--- src/rtl/uart_tx_arb.sv ---
// Message-granular round-robin arbiter that shares one UART transmitter between NREQ byte streams,
// with an optional channel-ID header byte and an optional idle gap after each message.
module uart_tx_arb #(
  parameter int NREQ     = 4,
  parameter int N        = 8,
  parameter int HDR_EN   = 1,
  parameter int HDR_BASE = 'h30,
  parameter int GAP      = 16,
  parameter int TIMEOUT  = 0
) (
  input  logic              clk,
  input  logic              rst,
  input  logic [NREQ*N-1:0] req_data,
  input  logic [NREQ-1:0]   req_valid,
  input  logic [NREQ-1:0]   req_last,
  output logic [NREQ-1:0]   req_ready,
  output logic [N-1:0]      tx_data,
  output logic              tx_valid,
  input  logic              tx_ready,
  output logic [NREQ-1:0]   grant,
  output logic              busy,
  output logic              abort,
  output logic [1:0]        state_dbg
);

  localparam int IW = (NREQ > 1) ? $clog2(NREQ) : 1;
  localparam int GW = $clog2(GAP + 2);
  localparam int TW = $clog2(TIMEOUT + 2);

  // Handshake: a byte moves when valid & ready are both high in the same cycle; a source never
  // drops valid without a transfer, except on abort or reset.
  typedef enum logic [1:0] {S_IDLE, S_HDR, S_BODY, S_GAP} state_t;

  state_t        state, state_nxt;
  logic [IW-1:0] g_idx, g_idx_nxt;
  logic [IW-1:0] ptr, ptr_nxt;
  logic [GW-1:0] gap_cnt, gap_cnt_nxt;
  logic [TW-1:0] to_cnt, to_cnt_nxt;
  logic          arb_found;
  logic [IW-1:0] arb_idx;
  logic [IW-1:0] cand;

  // Rotating-priority scan starting just after the last served requester.
  always_comb begin
    arb_found = 1'b0;
    arb_idx   = '0;
    cand      = '0;
    for (int k = 1; k <= NREQ; k++) begin
      cand = IW'((int'(ptr) + k) % NREQ);
      if (!arb_found && req_valid[cand]) begin
        arb_found = 1'b1;
        arb_idx   = cand;
      end
    end
  end

  always_comb begin
    state_nxt   = state;
    g_idx_nxt   = g_idx;
    ptr_nxt     = ptr;
    gap_cnt_nxt = gap_cnt;
    to_cnt_nxt  = to_cnt;
    tx_data     = '0;
    tx_valid    = 1'b0;
    req_ready   = '0;
    abort       = 1'b0;
    case (state)
      S_IDLE: begin
        if (arb_found) begin
          g_idx_nxt  = arb_idx;
          to_cnt_nxt = '0;
          state_nxt  = (HDR_EN != 0) ? S_HDR : S_BODY;
        end
      end
      S_HDR: begin
        tx_data  = N'(HDR_BASE + int'(g_idx));
        tx_valid = 1'b1;
        if (tx_ready) state_nxt = S_BODY;
      end
      S_BODY: begin
        tx_data          = req_data[int'(g_idx)*N +: N];
        tx_valid         = req_valid[g_idx];
        req_ready[g_idx] = tx_ready;
        if (tx_valid && tx_ready) begin
          to_cnt_nxt = '0;
          if (req_last[g_idx]) begin
            ptr_nxt     = g_idx;
            gap_cnt_nxt = '0;
            state_nxt   = (GAP > 0) ? S_GAP : S_IDLE;
          end
        end else if (TIMEOUT > 0) begin
          // A stalled UART counts too, so a wedged transmitter cannot hold the link forever.
          if (to_cnt == TW'(TIMEOUT - 1)) begin
            abort       = 1'b1;
            ptr_nxt     = g_idx;
            gap_cnt_nxt = '0;
            to_cnt_nxt  = '0;
            state_nxt   = (GAP > 0) ? S_GAP : S_IDLE;
          end else begin
            to_cnt_nxt = to_cnt + TW'(1);
          end
        end
      end
      S_GAP: begin
        if (gap_cnt == GW'(GAP - 1)) state_nxt = S_IDLE;
        else gap_cnt_nxt = gap_cnt + GW'(1);
      end
      default: state_nxt = S_IDLE;
    endcase
  end

  always_ff @(posedge clk or negedge rst) begin
    if (!rst) begin
      state   <= S_IDLE;
      g_idx   <= '0;
      ptr     <= IW'(NREQ - 1);
      gap_cnt <= '0;
      to_cnt  <= '0;
    end else begin
      state   <= state_nxt;
      g_idx   <= g_idx_nxt;
      ptr     <= ptr_nxt;
      gap_cnt <= gap_cnt_nxt;
      to_cnt  <= to_cnt_nxt;
    end
  end

  // Grant is decoded from state so it clears together with tx_valid/req_ready.
  always_comb begin
    grant = '0;
    if (state == S_HDR || state == S_BODY) grant[g_idx] = 1'b1;
  end

  assign busy      = (state != S_IDLE);
  assign state_dbg = state;

endmodule

--- config.mk ---
export PLATFORM = sky130hd
export DESIGN_NAME = uart_tx_arb
export DESIGN_NICKNAME = d
export VERILOG_FILES = /design/src/rtl/uart_tx_arb.sv
export SDC_FILE = /design/constraint.sdc
export NUM_CORES = 1
export LEC_CHECK = 0
export ABC_AREA = 1
export BUFFER_PORTS_ARGS = -buffer_cell sky130_fd_sc_hd__clkbuf_2
export CAP_MARGIN = 10
export CORE_UTILIZATION = 40
export DETAILED_ROUTE_END_ITERATION = 7
export PLACE_DENSITY = 0.71
export SYNTH_ARGS = -nofsm -noshare
export SYNTH_HDL_FRONTEND = slang
export SYNTH_SLANG_ARGS = --single-unit
--- constraint.sdc ---
create_clock -name clk -period 1.9 [get_ports clk]
set_input_delay 0.19 -clock clk [delete_from_list [all_inputs] [get_ports clk]]
set_output_delay 0.19 -clock clk [all_outputs]
set_load 0.1 [all_outputs]
-- After elaboration in Yosys (flattened, before gate mapping)
Index checks and enable logic that the tools add are counted.
- $add $sub $neg: 6
- order comparisons: 6
- eq/ne operators: 10
- shifts and indexed selects: 1
- muxes and demuxes: 36
- bitwise logic cells: 1
- reduce and logical (&&, ||, !) cells: 16
- operators with widths (kind ; number):
    32-bit by 6-bit variable part select with 8-bit output ; 1
    2-bit two-way mux ; 9
    8-bit one-hot mux with 2 select lines ; 1
    2-bit by 3-bit less-than comparator with 1-bit output, second input constant ; 5
    5-bit two-way mux ; 3
    1-bit binary-select mux with 2-bit select ; 6
    2-bit != test, second input constant ; 6
    1-bit two-way mux ; 11
    5-bit one-hot mux with 2 select lines ; 1
    4-bit two-way mux ; 2
    2-bit one-hot mux with 4 select lines ; 1
    6-bit by 2-bit adder with 7-bit output, first input constant ; 1
    5-bit by 1-bit adder with 5-bit output, second input constant ; 1
    5-bit by 4-bit equality test with 1-bit output, second input constant ; 1
    1-bit logical AND ; 5
    5-bit AND reduction ; 1
    2-bit by 1-bit adder with 2-bit output, second input constant ; 2
    2-bit adder, second input constant ; 2
    4-bit bitwise AND ; 1
    2-bit equality test, second input constant ; 2
    4-bit AND reduction ; 1
    2-bit nonzero test ; 2
    1-bit logical NOT ; 3
    3-bit AND reduction ; 1
    7 further kinds ; 7
- register bits after elaboration: 11
- output and inout port bits: 21

-- Logic depth before layout (Yosys ltp)
- word-level depth: 15
- depth in mapped cells: 13
- mapped depth without buffers: 12

-- Worst setup path before layout
OpenSTA, ideal clock, no wires.
- path type: register -> output
- start point: register state[0], in the netlist state_dbg[0]
- end point: output port tx_data[4]
- arrival: 3789 ps
- path slack: -2079 ps
- stages on the path, launching flop included: 5
- buffers on the path: 0
- path through: dfrtp_1 -> inv_1 -> ha_1 -> nand2_1 -> o21ai_0
- longest elaborated chain between the ends: 2
- ends and longest elaborated chain (what ; RTL line ; source):
    start: declaration ; 34 ; state_t state, state_nxt;
    start signal: assignment ; 120 ; state <= state_nxt;
    2-bit equality test or 2-bit by 1-bit equality test with 1-bit output (tied branches) ; 67 ; case (state)
    8-bit one-hot mux with 2 select lines (*) ; 67 ;
    end: declaration ; 17 ; output logic [N-1:0] tx_data,
Every way passes the cells marked *; elsewhere a longest branch is shown, timed or not.

-- Worst setup path after layout
- start point: register g_idx[0]
- end point: output port tx_data[0]
- longest elaborated chain between the ends: 2
- ends and longest elaborated chain (what ; RTL line ; source):
    start: declaration ; 35 ; logic [IW-1:0] g_idx, g_idx_nxt;
    start signal: assignment ; 121 ; g_idx <= g_idx_nxt;
    32-bit by 6-bit variable part select with 8-bit output or 6-bit by 2-bit adder with 7-bit output (tied branches) ; 81, 76 ;
    8-bit one-hot mux with 2 select lines (*) ; 67 ;
Marks and branches as above.

==> run summary <==
outcome - completed
post-synth net total - 260
row count - 20
Starting Density - 0.4308
Syn. warnings - 0
Fmax - 536.1 MHz
Final WS setup - 34.61 ps
vias in the first global route - 1354
Pre-antenna DRT Iters - 4
number of synthesized flops with an enable pin - 0
DR WL/cell - 11.89 um
R2R Setup Slk - 200 ps
CP peak stage delay - 490 ps
Chip Width - 60.04 um
final wirelength - 3899 um
Area growth syn-to-layout - 75.49%
GPL Wtd Cong - 0.8561
Final Max Slew Viols - 0
clk root buf - clkbuf_4
Synth async-reset ratio - 1.000
wire length on met3 - 152 um
post-route clock period utilization - 0.9818
most frequent cells in the layout - 70 x nand2_1, 45 x clkbuf_2, 21 x nand2_2
crit path DAT - 1680 ps
Slew headroom - 0.6417
grt ovf - 0
met2 wire length - 1958 um
Top Layer Used - met4
CTS clk-pin slew, worst paths - 70 ps
area of the die - 3605 um2
CP Data Required Time - 1710 ps
Cell variety after synth - 35
global-route wire length before repair - 5947 um
CTS Buf Count - 3
total number of vias - 1586
IO Pins - 64
Most used DFF post-synth - dfrtp_1
clk sink count - 11
Critical path destination - tx_data[0]
initial antenna violation count - 0
Worst R2R Start - gap_cnt[0]$_DFFE_PN0P_
M1 WL - 1722 um
mapped cell area - 1348 um2
initial DRC count - 128
Hold Fails Final Rpt - 0
Longest Clk Path Bufs - 2
Hold Path Class - in2async
Slowest-stage cell, CP - dfrtp_2
Crit Path Class - reg2out
IO Port Bufs - 62
post-DR vias/cell - 4.835
Tmin final - 1865 ps
Clk Latency, worst-skew pair - 260 ps
MaxCap Viol Count - 0
largest net degree at the start of global routing - 12
fraction of layout cells with a size suffix above 1 - 0.5352
cell breakdown of the critical path - buf_6 -> nor2_8 -> a22oi_1 -> and3_1 -> o22ai_4 -> buf_12
worst r2r dst - gap_cnt[3]$_DFFE_PN0P_
Tot GR Track Use - 0.2158
Synth Register Bits - 11
Core Region - 3128 um2
most common cell after layout, fill and taps aside - nand2_1
CTS tree - done
RSZ-0062 raised after global routing - true
Post-Syn Instances - 211
syn avg cell area - 6.386 um2
# DRC - 0
Finished Core Util - 0.7560
cells on worst reg2reg path - 10
Antenna diodes - 0
startpoint types - register
post-route ant nets - 0
Final setup viols - 0
post-synthesis sequential area ratio - 0.2061
final net count - 334
H-tree depth - 1
CP endpoint kind - primary output
chip height - 60.04 um
Final Skew - 2.466 ps
hold_ws - 317.2 ps
worst-path maximum fanout - 7
Place WS - 130.9 ps
worst slew pin tran - 539.7 ps
Critical path origin - g_idx[0]$_DFFE_PN0P_
dpl hpwl - 3087 um
synthesized netlist by cell type (3+ instances only):
cell type / n / area share
inv_2: 4 / 0.011
nand2_1: 76 / 0.21
a21oi_1: 3 / 0.011
a22oi_1: 6 / 0.033
ha_1: 6 / 0.056
nand2_2: 18 / 0.084
o21ai_0: 3 / 0.011
inv_1: 17 / 0.047
a31oi_1: 4 / 0.019
o21ai_1: 10 / 0.037
buf_6: 3 / 0.025
dfrtp_1: 9 / 0.17
nor2_1: 13 / 0.036
nand3_1: 10 / 0.037
per-stage QoR:
step	setup TNS [ps]	instances	cell area, um2
after global routing	-153.5	328	2365
after detailed placement	0	316	2183
after CTS	0	324	2275
after floorplan	-313.0	211	1582
after global placement	0	316	2183
final	0	328	2365
routing by layer:
metal	global-route usage	vias to the layer above
met5	0	-
met3	0.03896	6
met2	0.3540	39
li1	-	829
met1	0.2958	712
met4	0.04319	0
logic make-up after synthesis:
family | count (synthesis) | synth area share
simple gates | 131 | 0.4745
fa+ha+maj | 6 | 0.05571
other cells | 1 | 0.002783
flops | 11 | 0.2061
buf+inv | 30 | 0.1151
compound gates | 31 | 0.1393
xor+xnor | 1 | 0.006501
layout make-up:
type                            count  area (um2)
Fill cell                         239       763.2
Clock buffer                        4       26.28
Inverter                           25       113.9
Timing Repair Buffer               74       674.4
Sequential cell                    11       287.8
Multi-Input combinational cell    170        1207
Tap cell                           44       55.05
worst max-delay path: cells and delay by family (launching register included):
kind / cells / cell delay, ps
flip-flops: 1 / 490
buffers and inverters: 2 / 350
AND/OR/NAND/NOR: 2 / 340
AO/OA/AOI/OAI: 2 / 230
how the worst min path moves through the flow:
stage | startpoint | end | slack, ps
floorplan | rst | g_idx[0]$_DFFE_PN0P_ | -110
CTS | rst | state_dbg[0]$_DFFE_PN0P_ | 330
global placement | rst | state_dbg[0]$_DFFE_PN0P_ | 80
detailed placement | rst | state_dbg[0]$_DFFE_PN0P_ | 80
global route | rst | state_dbg[0]$_DFFE_PN0P_ | 360
finish | rst | gap_cnt[1]$_DFFE_PN0P_ | 320
flip-flops by register name, summed over array words and instances, names as in the netlist:
register	count
state_dbg	2
g_idx	2
ptr	2
gap_cnt	5
timing repair:
action                     4_1_cts  5_1_grt
hold endpoints to repair         9        0
setup endpoints to repair       12        7
buffers inserted                 3        4
gates resized for setup          8       12
pin swaps                        1        7
hold buffers                     1        0
Power is not shown: default switching activity piles up to over one toggle a cycle in this logic, so the estimate is an artifact.
